[src/rtl/cpu_pkg.sv]
// cpu_pkg: core opcodes and branch-tracking record shared across the pipeline
package cpu_pkg;
  localparam logic [4:0] OP_ADD    = 5'd0;
  localparam logic [4:0] OP_SUB    = 5'd1;
  localparam logic [4:0] OP_AND    = 5'd2;
  localparam logic [4:0] OP_OR     = 5'd3;
  localparam logic [4:0] OP_XOR    = 5'd4;
  localparam logic [4:0] OP_SLL    = 5'd5;
  localparam logic [4:0] OP_SRL    = 5'd6;
  localparam logic [4:0] OP_SRA    = 5'd7;
  localparam logic [4:0] OP_SLT    = 5'd8;
  localparam logic [4:0] OP_SLTU   = 5'd9;
  localparam logic [4:0] OP_ADDI   = 5'd10;
  localparam logic [4:0] OP_ANDI   = 5'd11;
  localparam logic [4:0] OP_ORI    = 5'd12;
  localparam logic [4:0] OP_XORI   = 5'd13;
  localparam logic [4:0] OP_SLLI   = 5'd14;
  localparam logic [4:0] OP_SRLI   = 5'd15;
  localparam logic [4:0] OP_SRAI   = 5'd16;
  localparam logic [4:0] OP_SLTI   = 5'd17;
  localparam logic [4:0] OP_LUI    = 5'd18;
  localparam logic [4:0] OP_LW     = 5'd19;
  localparam logic [4:0] OP_SW     = 5'd20;
  localparam logic [4:0] OP_LB     = 5'd21;
  localparam logic [4:0] OP_SB     = 5'd22;
  localparam logic [4:0] OP_BT     = 5'd23;
  localparam logic [4:0] OP_BF     = 5'd24;
  localparam logic [4:0] OP_JAL    = 5'd25;
  localparam logic [4:0] OP_JALR   = 5'd26;
  localparam logic [4:0] OP_EBREAK = 5'd27;
  localparam int BP_IDX_MAX = 16;
  typedef struct packed {
    logic                  valid;
    logic                  cond;
    logic                  pred_taken;
    logic [BP_IDX_MAX-1:0] idx;
  } bp_track_t;
endpackage

[src/rtl/branch_predictor_bht_sat_counter.sv]
// sat_counter: up/down counter that sticks at 0 and all-ones, reset to weakly-low midpoint
module sat_counter #(
  parameter int W = 2
) (
  input  logic         clk,
  input  logic         reset,
  input  logic         en,
  input  logic         inc,
  output logic [W-1:0] q
);
  localparam logic [W-1:0] INIT = W'((1 << (W - 1)) - 1);
  logic sat;
  assign sat = inc ? &q : ~|q;
  always_ff @(posedge clk or negedge reset)
    if (!reset) q <= INIT;
    else if (en && !sat) q <= inc ? q + W'(1) : q - W'(1);
endmodule

[src/rtl/branch_predictor_bht.sv]
// branch_predictor_bht: PC-indexed saturating-counter predictor with D/E tracking and resolution
// Optional BP_GSHARE_EN: XOR a non-speculative global history into the table index.
module branch_predictor_bht
  import cpu_pkg::*;
#(
  parameter int PC_W    = 13,
  parameter int OFF_W   = 17,
  parameter int ENTRIES = 64,
  parameter int CTR_W   = 2,
  parameter int CNT_W   = 16
`ifdef BP_GSHARE_EN
  , parameter int HIST_W = $clog2(ENTRIES)
`endif
) (
  input  logic             clk,
  input  logic             reset,
  input  logic             stall,
  input  logic             halted,
  input  logic [PC_W-1:0]  fetch_pc,
  input  logic [4:0]       fetch_opcode,
  input  logic [OFF_W-1:0] fetch_offset,
  input  logic             ex_taken,
  output logic [OFF_W-1:0] predicted_offset,
  output logic [OFF_W-1:0] not_predicted_offset,
  output logic             guess_wrong,
  output logic [CNT_W-1:0] mispredict_count
);
  localparam int IDX_W = $clog2(ENTRIES);
  logic [CTR_W-1:0] ctr [ENTRIES];
  logic [IDX_W-1:0] idx;
  logic             is_cond, is_jal, taken, train;
  bp_track_t        d, e, f;
  logic             unused;
  assign unused = ^{fetch_pc[PC_W-1:IDX_W], e.idx[BP_IDX_MAX-1:IDX_W]};
`ifdef BP_GSHARE_EN
  logic [HIST_W-1:0] ghr;
  assign idx = fetch_pc[IDX_W-1:0] ^ IDX_W'(ghr);
  always_ff @(posedge clk or negedge reset)
    if (!reset) ghr <= '0;
    else if (train) ghr <= HIST_W'({ghr, ex_taken});
`else
  assign idx = fetch_pc[IDX_W-1:0];
`endif
  assign is_cond = fetch_opcode == OP_BT || fetch_opcode == OP_BF;
  assign is_jal  = fetch_opcode == OP_JAL;
  assign taken   = ctr[idx][CTR_W-1];
  assign predicted_offset     = (is_cond && taken) || is_jal ? fetch_offset : OFF_W'(1);
  assign not_predicted_offset = is_cond && !taken ? fetch_offset : OFF_W'(1);
  assign f = '{valid: 1'b1, cond: is_cond, pred_taken: is_cond && taken, idx: BP_IDX_MAX'(idx)};
  assign guess_wrong = e.valid && e.cond && (ex_taken != e.pred_taken) && !halted;
  assign train       = e.valid && e.cond && !halted;
  always_ff @(posedge clk or negedge reset)
    if (!reset) begin
      d <= '0;
      e <= '0;
    end else if (!halted) begin
      d <= guess_wrong ? '0 : stall ? d : f;
      e <= guess_wrong || stall ? '0 : d;
    end
  always_ff @(posedge clk or negedge reset)
    if (!reset) mispredict_count <= '0;
    else if (guess_wrong && !(&mispredict_count)) mispredict_count <= mispredict_count + CNT_W'(1);
  for (genvar i = 0; i < ENTRIES; i++) begin : g_ctr
    sat_counter #(.W(CTR_W)) u_ctr (
      .clk(clk),
      .reset(reset),
      .en(train && e.idx[IDX_W-1:0] == IDX_W'(i)),
      .inc(ex_taken),
      .q(ctr[i])
    );
  end
endmodule

[config.mk]
export PLATFORM = sky130hd
export DESIGN_NAME = branch_predictor_bht
export DESIGN_NICKNAME = d
export VERILOG_FILES = /design/src/rtl/cpu_pkg.sv /design/src/rtl/branch_predictor_bht_sat_counter.sv /design/src/rtl/branch_predictor_bht.sv
export SDC_FILE = /design/constraint.sdc
export NUM_CORES = 1
export LEC_CHECK = 0
export BUFFER_PORTS_ARGS = -buffer_cell sky130_fd_sc_hd__buf_4
export CORE_AREA = 2 2 164 166
export CTS_CLUSTER_SIZE = 12
export DETAILED_ROUTE_END_ITERATION = 12
export DIE_AREA = 0 0 166 168
export PLACE_DENSITY = 0.55
export SYNTH_ARGS = -nofsm -noshare
export SYNTH_HDL_FRONTEND = slang
export SYNTH_HIERARCHICAL = 1
export SYNTH_SLANG_ARGS = --single-unit
[constraint.sdc]
create_clock -name clk -period 5.5 [get_ports clk]
set_clock_uncertainty 0.2 [all_clocks]
set_input_delay 0.275 -clock clk [delete_from_list [all_inputs] [get_ports clk]]
set_output_delay 0.275 -clock clk [all_outputs]
set_load 0.1 [all_outputs]
# Word level (Yosys, flattened, before mapping)
# Index checks and enable logic that the tools add are counted.
[totals] word_cells=809 input_bits=40 reg_bits=172 output_inout_bits=51
[op_classes] n_eq_ne=68 add_sub_neg=129 n_bitwise=2 reduce_logical=400 mux=136 order_cmp=1
[op_table] operator="== test 6 bit (second input constant)" n=32
[op_table] operator="logical AND 1 bit" n=135
[op_table] operator="2-to-1 mux 2 bit" n=66
[op_table] operator="logical NOT 1 bit" n=131
[op_table] operator="AND reduction 2 bit" n=65
[op_table] operator="adder 2 x 1 -> 2 bit (second input constant)" n=64
[op_table] operator="OR reduction 2 bit" n=64
[op_table] operator="subtractor 2 x 1 -> 2 bit (second input constant)" n=64
[op_table] operator="== test 6 x 5 -> 1 bit (second input constant)" n=16
[op_table] operator="2-to-1 mux 1 bit" n=64
[op_table] operator="2-to-1 mux 19 bit" n=3
[op_table] operator="== test 6 x 4 -> 1 bit (second input constant)" n=8
[op_table] operator="2-to-1 mux 17 bit" n=2
[op_table] operator="== test 6 x 3 -> 1 bit (second input constant)" n=4
[op_table] operator="adder 16 x 1 -> 16 bit (second input constant)" n=1
[op_table] operator="AND reduction 16 bit" n=1
[op_table] operator="== test 5 bit (second input constant)" n=3
[op_table] operator="binary-select mux 2 bit (select 6 bit)" n=1
[op_table] operator="== test 6 x 2 -> 1 bit (second input constant)" n=2
[op_table] operator=">= comparator 7 bit (second input constant)" n=1
[op_table] operator="inverter 6 -> 7 bit" n=1
[op_table] operator="== test 6 x 1 -> 1 bit (second input constant)" n=1
[op_table] operator="logical NOT 6 bit" n=1
[op_table] operator="logical OR 1 bit" n=3
[op_table] operator="3 further kinds" n=3

# Longest topological paths before layout
# Gate-level depths: netlist (run 1).
[depth] depth_word=7 depth_mapped=8 depth_no_buf=6

# By module
# Netlist (run 1), hierarchy kept.
[by_module_without_submodules] mod="sat_counter" instances=64 cells_each=8 seq_area_each_um2=51.3 area_per_inst_um2=96.3
[by_module_without_submodules] mod="branch_predictor_bht" instances=1 cells_each=341 seq_area_each_um2=850.8 area_per_inst_um2=2825.2

# Worst setup path after synthesis (run 1)
# OpenSTA, ideal clock, no wires.
[synth_timing] path_type="input-to-output" startpoint="in fetch_pc[1]" endpoint="out predicted_offset[10]" setup_slack_ps=1262 path_buffers=3 cell_stages=8 required_ps=5025 arrival_ps=3763 path_cell_list="buf_6 -> buf_8 -> mux4_2 -> mux2i_1 -> a221oi_1 -> a2bb2oi_4 -> buf_4 -> o21ai_0"
[synth_between] elab_chain_cells=7
[synth_rtl] item="from (decl)" line_no="branch_predictor_bht.sv:19" text="input logic [PC_W-1:0] fetch_pc,"
[synth_rtl] item="inverter 6 -> 7 bit (not written as such)" line_no="branch_predictor_bht.sv:46" text="assign taken = ctr[idx][CTR_W-1];"
[synth_rtl] item="binary-select mux 2 bit (select 6 bit)" line_no="branch_predictor_bht.sv:46"
[synth_rtl] item="2-to-1 mux 2 bit (not written as such) (2 in a row)" line_no="branch_predictor_bht.sv:46"
[synth_rtl] item="logical AND 1 bit" line_no="branch_predictor_bht.sv:47" text="assign predicted_offset = (is_cond && taken) || is_jal ? fetch_offset : OFF_W'(1);"
[synth_rtl] item="logical OR 1 bit" line_no="branch_predictor_bht.sv:47"
[synth_rtl] item="2-to-1 mux 17 bit" line_no="branch_predictor_bht.sv:47"
[synth_rtl] item="to (decl)" line_no="branch_predictor_bht.sv:23" text="output logic [OFF_W-1:0] predicted_offset,"
# Every way passes these cells. The select of a mux whose other input is x is not followed.

# Worst setup path in the final report (run 1)
[layout_timing] startpoint="reg g_ctr[39].u_ctr.q[1]" endpoint="out not_predicted_offset[16]"
[layout_between] elab_chain_cells=6
[layout_rtl] item="from (decl)" line_no="branch_predictor_bht_sat_counter.sv:9" text="output logic [W-1:0] q"
[layout_rtl] item="from (signal assigned)" line_no="branch_predictor_bht_sat_counter.sv:16" text="else if (en && !sat) q <= inc ? q + W'(1) : q - W'(1);"
[layout_rtl] item="binary-select mux 2 bit (select 6 bit)" line_no="branch_predictor_bht.sv:46"
[layout_rtl] item="2-to-1 mux 2 bit (not written as such) (2 in a row)" line_no="branch_predictor_bht.sv:46"
[layout_rtl] item="logical NOT 1 bit" line_no="branch_predictor_bht.sv:48" text="assign not_predicted_offset = is_cond && !taken ? fetch_offset : OFF_W'(1);"
[layout_rtl] item="logical AND 1 bit" line_no="branch_predictor_bht.sv:48"
[layout_rtl] item="2-to-1 mux 17 bit" line_no="branch_predictor_bht.sv:48"
[layout_rtl] item="to (decl)" line_no="branch_predictor_bht.sv:24" text="output logic [OFF_W-1:0] not_predicted_offset,"
# Every way passes these cells. The select of a mux whose other input is x is not followed.

==> impl_metrics.toml, run 1 <==
[status]
status = "finished clean"

[critical_path]
critical_path_class = "reg2out"
cp_max_fo = 35
crit_required_ps = 5030
cp_common_cell = "mux4_2"
start_kind = "register"
cp_cell_sequence = "mux4_2 > mux4_2 > o22ai_2 > a2bb2oi_4 > and3_1 > buf_4"
cp_slowest_stage_delay_ps = 590
rr_worst_depth = 5
crit_slowest_cell = "a2bb2oi_4"
cp.arrival_ps = 3230
cp-end-kind = "primary output"

[power_and_ir_drop]
vdd_drop_max_mv = 0.155
intPower_mw = 2.06
switchingPower_mw = 0.672
clkPwrFrac_pct = 47.2
seq_power_share_pct = 44.9
powerDensity_mw_per_mm2 = 257
power_leakage_nw = 4.72
finalPower_mw = 2.73
switching_share_pct = 24.6
comb_power_share_pct = 7.9

[drt]
wl_mm = 20.8
dr.pass1.iters = 5
drcViolationCount = 0
num_vias = 6820
ant_nets = 0
wl_met1_mm = 10.2
maxUsedRoutingLayer = "met4"
wl_met2_mm = 9.52
wl_per_cell_um = 16.0
avgViaCountPerCell = 5.26
routed-wl-met3_um = 840
dr.first_iter.drc_count = 366

[synthesis]
synth_top_family_by_area = "compound AO/OA/AOI/OAI gates"
synth_fa_ha_area_share_pct = 0.139
synth.area.mux_share_pct = 12.5
synth-simple-area-share_pct = 14.6
ys.warnings.count = 6
syn_avg_cell_area_um2 = 10.5
synth_fp_nets = 894
yosysSeqAreaShare_pct = 46.0
netlist_area_mm2 = 0.00899
synth.ff_latch_count = 162
ys_types = 47
syn_inst = 853
synth_xor_area_share_pct = 1.56
synth_compound_area_share_pct = 23.7

[clock_tree]
cts_sinks = 162
clkTransAtPathRegs_ps = 70
cts_tree = "built"
clock_latency_ps = 430
postCtsSetupBuffers = 0
cts_resized = 0
ctsHoldBuffers = 5
cts_buffers = 17
htree_levels = 4
cts_root_buffer = "clkbuf_16"
cts_buffer_depth = 2

[place]
dp_hpwl_mm = 13.3
numPortBuffers = 83
place_inst = 1259
globalplace.congestion = 0.718

[global_route]
grt_max_degree = 96
globalRouteOverflowTotal = 0
grt_pass1_wl_mm = 34.1
grt_pass1_vias = 6357
grtUsageTotal_pct = 15.2
antenna_found_initial = 0

[cells_and_area]
drive_gt1_share_pct = 21.5
layout_common_cells = "dfrtp_1 (98), buf_4 (86), o21ai_0 (78)"
antenna_cells = 0
final_common_cell = "dfrtp_1"
nNetsFinal = 983
postLayoutCoreUtil_pct = 40.4
syn_to_final_growth_pct = 18.4
final_cells = 1296

[die]
rows = 60
start_util_pct = 34.1
die_w_um = 166
core_mm2 = 0.0264
dieArea_mm2 = 0.0279
die_y_um = 168
io_pins = 91

[worst_hold_path]
hold_depth = 3
hold_class = "in2reg"

[timing]
worstMarginPinSlew_ps = 1030
maxSlewViolCount = 0
min_period_over_period_pct = 67.3
finalHoldViolations = 0
clock.fmax_mhz = 270
rsz0062_at_grt = "no"
max_slew_margin_pct = 31.2
setup_violations = 0
period_needed_ps = 3700
fin_tns_setup_ps = 0

[job]
drv_cap = 0
## state kept, by name (all words and copies together) (netlist names)
signal            count
mispredict_count     16
g_ctr.u_ctr/q       128
e                     9
d                     9
## critical path: cells and delay by family, from the launching register on
kind | cells | cell delay, ps
buffers and inverters | 1 | 290
muxes | 2 | 1030
and+or+nand+nor | 1 | 250
AOI/OAI and AO/OA | 2 | 790
DFF | 1 | 420
## cells in the mapped netlist, drive strengths merged
| cell type | count | share of area, % |
|---|---|---|
| a21boi | 64 | 5.3 |
| a21o | 64 | 5.3 |
| a21oi | 7 | 0.39 |
| a221oi | 1 | 0.097 |
| a22o | 73 | 7.1 |
| a2bb2oi | 1 | 0.29 |
| and2 | 2 | 0.14 |
| and3 | 18 | 1.3 |
| and3b | 2 | 0.19 |
| buf | 9 | 0.82 |
| clkbuf | 14 | 0.58 |
| dfrtp | 98 | 27 |
| dfstp | 64 | 19 |
| ha | 1 | 0.14 |
| inv | 4 | 0.17 |
| mux2 | 4 | 0.50 |
| mux2i | 66 | 7.3 |
| mux4 | 18 | 4.7 |
| nand2 | 50 | 2.1 |
| nand2b | 66 | 4.6 |
| nand3 | 28 | 1.6 |
| nand3b | 2 | 0.17 |
| nand4 | 5 | 0.35 |
| nor2 | 76 | 3.2 |
| nor2b | 6 | 0.42 |
| nor3b | 2 | 0.22 |
| nor4 | 1 | 0.070 |
| nor4b | 1 | 0.097 |
| o2111ai | 1 | 0.097 |
| o211ai | 1 | 0.084 |
| o21a | 1 | 0.084 |
| o21ai | 81 | 4.5 |
| o22ai | 2 | 0.21 |
| o31a | 1 | 0.097 |
| or2 | 1 | 0.070 |
| or3b | 1 | 0.097 |
| or4 | 1 | 0.084 |
| xnor2 | 9 | 0.88 |
| xor2 | 7 | 0.68 |
## power by group through the flow
stage	registers (mW)	clock network [mW]	logic, mW
2_1_floorplan	1.25	0	0.105
3_3_place_gp	1.25	0	0.216
3_5_place_dp	1.25	0	0.217
4_1_cts	1.23	1.33	0.221
5_1_grt	1.23	1.38	0.236
6_report	1.23	1.29	0.216
## cell type report
| type | instances | area [um^2] |
|---|---|---|
| sequential | 162 | 4130 |
| fill | 2469 | 15700 |
| inverter | 4 | 15.0 |
| clock buffer | 21 | 460 |
| tap | 341 | 427 |
| multi-input combinational | 664 | 4720 |
| timing repair buffer | 93 | 718 |
| clock inverter | 11 | 175 |
## per-layer routing
metal  GRT usage (%)  vias up
li1                -     3331
met4            4.46        0
met3            3.34       17
met1            21.1     3339
met5               0        -
met2            23.8      133
## per-stage QoR
step	cell area (um^2)	worst slack (ps)	hold WS, ps
2_1_floorplan	8990	1260	-221
3_3_place_gp	9960	1910	93.8
3_5_place_dp	9960	1920	88.1
4_1_cts	10600	1780	22.1
5_1_grt	10600	1630	17.2
6_report	10600	1800	26.5
## path summary, 6_finish.rpt
check,from,endpoint,slack [ps]
hold reg to reg,g_ctr[37].u_ctr/q[0]$_DFFE_PN1P_,g_ctr[37].u_ctr/q[0]$_DFFE_PN1P_,280
hold / removal,fetch_pc[0],d[0]$_DFFE_PN0P_,30
setup / recovery,g_ctr[39].u_ctr/q[1]$_DFFE_PN0P_,not_predicted_offset[16],1800
max in group asynchronous,reset,g_ctr[50].u_ctr/q[1]$_DFFE_PN0P_,3690
setup reg to reg,g_ctr[39].u_ctr/q[1]$_DFFE_PN0P_,d[16]$_DFFE_PN0P_,2770
min in group asynchronous,reset,g_ctr[43].u_ctr/q[1]$_DFFE_PN0P_,190
## logic make-up after synthesis
| logic type | count (synthesis) |
|---|---|
| AO/OA/AOI/OAI | 297 |
| XOR/XNOR | 16 |
| adder cells (fa/ha/maj) | 1 |
| buffers and inverters | 27 |
| flip-flops | 162 |
| multiplexers | 88 |
| AND/OR/NAND/NOR | 262 |
Note: power is estimated with default switching activity, not from simulation.
==> run 2: changes to the inputs <==
--- a/config.mk
+++ b/config.mk
@@ -5,12 +5,13 @@
 export SDC_FILE = /design/constraint.sdc
 export NUM_CORES = 1
 export LEC_CHECK = 0
+export ABC_AREA = 1
 export BUFFER_PORTS_ARGS = -buffer_cell sky130_fd_sc_hd__buf_4
-export CORE_AREA = 2 2 164 166
+export CORE_AREA = 2 2 168 170
 export CTS_CLUSTER_SIZE = 12
 export DETAILED_ROUTE_END_ITERATION = 12
-export DIE_AREA = 0 0 166 168
-export PLACE_DENSITY = 0.55
+export DIE_AREA = 0 0 170 172
+export PLACE_DENSITY = 0.57
 export SYNTH_ARGS = -nofsm -noshare
 export SYNTH_HDL_FRONTEND = slang
 export SYNTH_HIERARCHICAL = 1
==> constraint.sdc (replaced) <==
create_clock -name clk -period 3.1 [get_ports clk]
set_clock_uncertainty 0.2 [all_clocks]
set_input_delay 0.155 -clock clk [delete_from_list [all_inputs] [get_ports clk]]
set_output_delay 0.155 -clock clk [all_outputs]
set_load 0.1 [all_outputs]
==> impl_metrics.toml, run 2 <==
[timing]
maxSlewViolCount = 0
whs_ps = 16.5
finalHoldViolations = 0
clock.fmax_mhz = 366
worstMarginPinSlew_ps = 872
rsz0062_at_grt = "no"
setup_violations = 0
max_slew_margin_pct = 41.9
fin_tns_setup_ps = 0
finalWorstSetupSlack_ps = 370
min_period_over_period_pct = 88.1
period_needed_ps = 2730

[synthesis]
synth_top_area_share_pct = 25.7
yosysSeqAreaShare_pct = 43.4
synthTopCellsByArea = "dfrtp_1 (26%), dfstp_2 (18%), nand3_1 (13%)"
synth_flop_cell = "dfrtp_1"
syn_inst = 1294
ys.warnings.count = 6
netlist_area_mm2 = 0.00953
synth_edf_count = 0
async_flop_share_pct = 100
syn_avg_cell_area_um2 = 7.36
yosys.area.top_type = "dfrtp_1"
synth_fp_nets = 1335
ys_types = 32
ys_top_cells_by_count = "nand2_1 (310), nand3_1 (255), inv_1 (116)"
synth_most_common_cell = "nand2_1"
synth.ff_latch_count = 162

[place]
place_inst = 1717
pre_cts_ws_ps = 631
dp_hpwl_mm = 16.5
globalplace.congestion = 0.813
numPortBuffers = 83
placed_area_mm2 = 0.0106

[drt]
drcViolationCount = 0
avgViaCountPerCell = 5.01
num_vias = 8818
dr.pass1.iters = 5
wl_per_cell_um = 13.6
ant_nets = 0
dr.first_iter.drc_count = 546
wl_mm = 24.0

[global_route]
grt_pass1_wl_mm = 39.8
globalRouteOverflowTotal = 0
grtUsageTotal_pct = 16.9
antenna_found_initial = 0
grt_pass1_vias = 8115
grt_max_degree = 151

[cells_and_area]
largest_reg_flops = 128
fill_cells = 2812
postLayoutCoreUtil_pct = 41.0
drive_gt1_share_pct = 24.3
multi_input_area_mm2 = 0.00458
syn_to_final_growth_pct = 18.4
regArea_mm2 = 0.00413
final_area_mm2 = 0.0113
nNetsFinal = 1441
largest_registers = "g_ctr.u_ctr/q x128, mispredict_count x16"
regMostFlops = "g_ctr.u_ctr/q"
final_cells = 1759
antenna_cells = 0
layout_common_cells = "nand2_1 (310), nand3_1 (255), inv_1 (116)"
final_common_cell = "nand2_1"

[critical_path]
crit_slowest_cell = "dfrtp_1"
crit_required_ps = 2740
cp-end-kind = "primary output"
critical_path_class = "reg2out"
worst-path-buf-inv = 1
cp.arrival_ps = 2380
start_kind = "register"
cp_cell_sequence = "nand2_1 > nand3_1 > nand3_1 > nand2_1 > nand2_1 > nand3_1 > nand3_2 > nand3_2 > nor2_1 > buf_4"
cp_max_fo = 16
cp_slowest_stage_delay_ps = 430
crit_family = "simple AND/OR/NAND/NOR gates"

[die]
dieArea_mm2 = 0.0292
die_y_um = 172
core_mm2 = 0.0275
rows = 61
io_pins = 91
start_util_pct = 34.7
die_w_um = 170

[power_and_ir_drop]
powerDensity_mw_per_mm2 = 438
finalPower_mw = 4.94
vdd_drop_max_mv = 0.342
power_leakage_nw = 4.80

[clock_tree]
clkTransAtPathRegs_ps = 70
postCtsSetupBuffers = 0
cts_root_buffer = "clkbuf_16"
cts_buffers = 17
clock_latency_ps = 420
cts_resized = 0
cts_sinks = 162
cts_tree = "built"
htree_levels = 4
cts_buffer_depth = 2

[job]
drv_cap = 0

[worst_hold_path]
hold_class = "in2reg"

[status]
status = "finished clean"
-- run 2: cell types whose count changed in the layout (fill, tap and decap cells not counted), moves of 65 or more --
cell      previous run  this run
a22o_1              73         0
inv_1                4       116
inv_2                0        66
mux2i_1             66         0
nand2_1             50       310
nand2b_1            66         0
nand3_1             28       255
nor2_2               0        65
o31ai_1              0        65
-- run 2: repair_timing --
action	in CTS	in global routing
hold endpoints to repair	73	0
hold buffers	10	0
endpoints found under the setup margin	0	0
-- run 2: cell type report --
class | instances | share of cell area (%)
multi-input cells | 929 | 40.6
flip-flops and latches | 162 | 36.7
repair buffers | 106 | 7.57
inverters | 184 | 6.15
well taps | 346 | 3.84
clock buffers | 17 | 3.77
clock inverters | 15 | 1.41
-- run 2: routing by layer --
metal / track usage [%] / wire, um / vias to the layer above
li1: - / - / 4501
met1: 22.7 / 11200 / 4164
met2: 28.6 / 11800 / 137
met3: 2.36 / 679 / 16
met4: 4.53 / 262 / 0
met5: 0 / 0 / -
-- run 2: path summary, 6_finish.rpt --
| check | from | endpoint | slack, ps | cells after the start |
|---|---|---|---|---|
| max in group asynchronous | reset | g_ctr[11].u_ctr/q[0]$_DFFE_PN1P_ | 1660 | 3 |
| min in group asynchronous | reset | g_ctr[35].u_ctr/q[1]$_DFFE_PN0P_ | 130 | 2 |
| setup / recovery | g_ctr[2].u_ctr/q[1]$_DFFE_PN0P_ | not_predicted_offset[5] | 370 | 10 |
| hold reg to reg | g_ctr[20].u_ctr/q[0]$_DFFE_PN1P_ | g_ctr[20].u_ctr/q[0]$_DFFE_PN1P_ | 280 | 2 |
| hold / removal | fetch_pc[0] | d[0]$_DFFE_PN0P_ | 20 | 3 |
| setup reg to reg | e[18]$_DFFE_PN0N_ | d[5]$_DFFE_PN0P_ | 630 | 7 |
-- run 2: cell families after synthesis --
group | count (synthesis) | synth area share, %
and+or+nand+nor | 745 | 35.1
buffers and inverters | 203 | 8.55
AOI/OAI and AO/OA | 167 | 11.3
DFF | 162 | 43.4
xor gates and xnor gates | 16 | 1.47
adders and majority gates | 1 | 0.131
-- run 2: power breakdown --
group | leakage (nW) | switching (mW) | internal (mW)
logic | 2.53 | 0.475 | 0.155
clock network | 0.282 | 1.02 | 1.08
registers | 1.99 | 0.0398 | 2.17
total | 4.80 | 1.53 | 3.41
-- run 2: worst min-delay path, stage by stage --
cell	delay, ps
buf_4	110
inv_4	150
o22ai_1	170
==> run 3: changes to the inputs <==
--- a/config.mk
+++ b/config.mk
@@ -11,7 +11,8 @@
 export CTS_CLUSTER_SIZE = 12
 export DETAILED_ROUTE_END_ITERATION = 12
 export DIE_AREA = 0 0 170 172
-export PLACE_DENSITY = 0.57
+export PLACE_DENSITY = 0.58
+export SLEW_MARGIN = 20
 export SYNTH_ARGS = -nofsm -noshare
 export SYNTH_HDL_FRONTEND = slang
 export SYNTH_HIERARCHICAL = 1
==> impl_metrics.toml, run 3 (synthesis gave the netlist of run 2 again) <==
[clock_tree]
clkTransAtPathRegs_ps = 70
postCtsSetupBuffers = 0
cts_buffer_depth = 2
cts_tree = "built"
clock_latency_ps = 440
cts_root_buffer = "clkbuf_16"
cts_buffers = 17
htree_levels = 4
cts_sinks = 162

[die]
die_y_um = 172
core_mm2 = 0.0275
start_util_pct = 34.7
rows = 61
dieArea_mm2 = 0.0292
io_pins = 91
die_w_um = 170

[critical_path]
rrSetupSlack_ps = 1020
cp.arrival_ps = 2390
cp_max_fo = 16
start_kind = "register"
cp_cell_sequence = "nand2_1 > nand3_1 > nand3_1 > nand2_1 > nand2_1 > nand3_1 > nand3_2 > nand3_2 > nor2_1 > buf_4"
r2r_start = "e[1]$_DFFE_PN0N_"
cp-end-kind = "primary output"
cp_slowest_stage_delay_ps = 420
r2r_end = "g_ctr[56].u_ctr/q[1]$_DFFE_PN0P_"
crit_required_ps = 2740
critical_path_class = "reg2out"
startpoint = "g_ctr[17].u_ctr/q[1]$_DFFE_PN0P_"
endpoint = "not_predicted_offset[15]"
crit_slowest_cell = "dfrtp_1"
rr_worst_depth = 6

[power_and_ir_drop]
switching_share_pct = 30.9
seq_power_share_pct = 44.9
switchingPower_mw = 1.52
clkPwrFrac_pct = 42.5
vdd_drop_max_mv = 0.377
comb_power_share_pct = 12.7
finalPower_mw = 4.93
power_leakage_nw = 4.79
powerDensity_mw_per_mm2 = 438
intPower_mw = 3.40

[timing]
rsz0062_at_grt = "no"
maxSlewViolCount = 0
finalHoldViolations = 0
fin_tns_setup_ps = 0
min_period_over_period_pct = 88.7
clock.fmax_mhz = 364
period_needed_ps = 2750
max_slew_margin_pct = 46.4
whs_ps = 45.5
setup_violations = 0
worstMarginPinSlew_ps = 805

[global_route]
globalRouteOverflowTotal = 0
grt_pass1_vias = 7701
grt_max_degree = 148
grt_pass1_wl_mm = 37.9
grtUsageTotal_pct = 16.3
antenna_found_initial = 0

[drt]
ant_nets = 0
wl_mm = 23.7
dr.first_iter.drc_count = 496
avgViaCountPerCell = 4.97
dr.pass1.iters = 5
num_vias = 8726
wl_per_cell_um = 13.5
drcViolationCount = 0

[cells_and_area]
postLayoutCoreUtil_pct = 40.9
final_common_cell = "nand2_1"
syn_to_final_growth_pct = 18.0
regMostFlops = "g_ctr.u_ctr/q"
largest_reg_flops = 128
final_area_mm2 = 0.0112
multi_input_area_mm2 = 0.00458
regArea_mm2 = 0.00413
nNetsFinal = 1438
layout_common_cells = "nand2_1 (310), nand3_1 (255), inv_1 (116)"
fill_cells = 2809
drive_gt1_share_pct = 24.3
antenna_cells = 0
largest_registers = "g_ctr.u_ctr/q x128, mispredict_count x16"

[place]
dp_hpwl_mm = 16.0
placed_area_mm2 = 0.0106
globalplace.congestion = 0.794
numPortBuffers = 83

[worst_hold_path]
hold_class = "in2reg"

[job]
drv_cap = 0

[status]
status = "finished clean"
run 3: changes by cell type in the layout (fill, tap and decap cells not counted):
cell | before | now
buf_4 | 92 | 91
clkinv_4 | 2 | 1
clkinvlp_4 | 2 | 1
dlygate4sd3_1 | 10 | 8
inv_6 | 3 | 7
inv_8 | 6 | 4
run 3: metrics by stage:
stage                     std cells  setup WS (ps)
after floorplan                1294            194
after global routing           1756            160
final                          1756            351
after detailed placement       1716            552
after CTS                      1755            363
after global placement         1716            566
run 3: routing by layer:
metal	up-vias	GRT usage, %	part of all wire, %
met5	-	0	0
li1	4488	-	-
met2	121	26.1	47
met4	0	6.28	2.2
met1	4089	22.2	48
met3	28	2.63	3.2
run 3: power by group through the flow:
stage	clock, mW	combinational [mW]	sequential, mW
floorplan	0	0.286	2.34
global placement	0	0.614	2.25
detailed placement	0	0.620	2.25
CTS	2.15	0.629	2.21
global route	2.25	0.682	2.22
finish	2.09	0.624	2.21
run 3: repair_timing:
item                                   CTS  global route
setup endpoints to repair                0             0
gates resized for setup                  0             0
hold buffers                             7             1
endpoints found under the hold margin   72             1
run 3: critical path: cells and delay by family, from the launching register on:
family        cells  cell delay [ps]
simple gates      9             1230
buf+inv           1              310
flops             1              420
run 3: area by class of cell:
class	count	area share, %
clock buffer	17	3.78
clock inverter	15	1.38
inverter	184	6.17
multi-input combinational	929	40.7
sequential	162	36.8
tap	346	3.85
timing repair buffer	103	7.34
run 3: worst min path at each step:
stage | depth (start not counted) | to | startpoint
floorplan | 0 | d[0]$_DFFE_PN0P_ | reset
global placement | 1 | g_ctr[32].u_ctr/q[1]$_DFFE_PN0P_ | reset
detailed placement | 1 | g_ctr[32].u_ctr/q[1]$_DFFE_PN0P_ | reset
CTS | 3 | d[2]$_DFFE_PN0P_ | stall
global route | 3 | d[2]$_DFFE_PN0P_ | fetch_pc[2]
finish | 3 | d[2]$_DFFE_PN0P_ | fetch_pc[2]
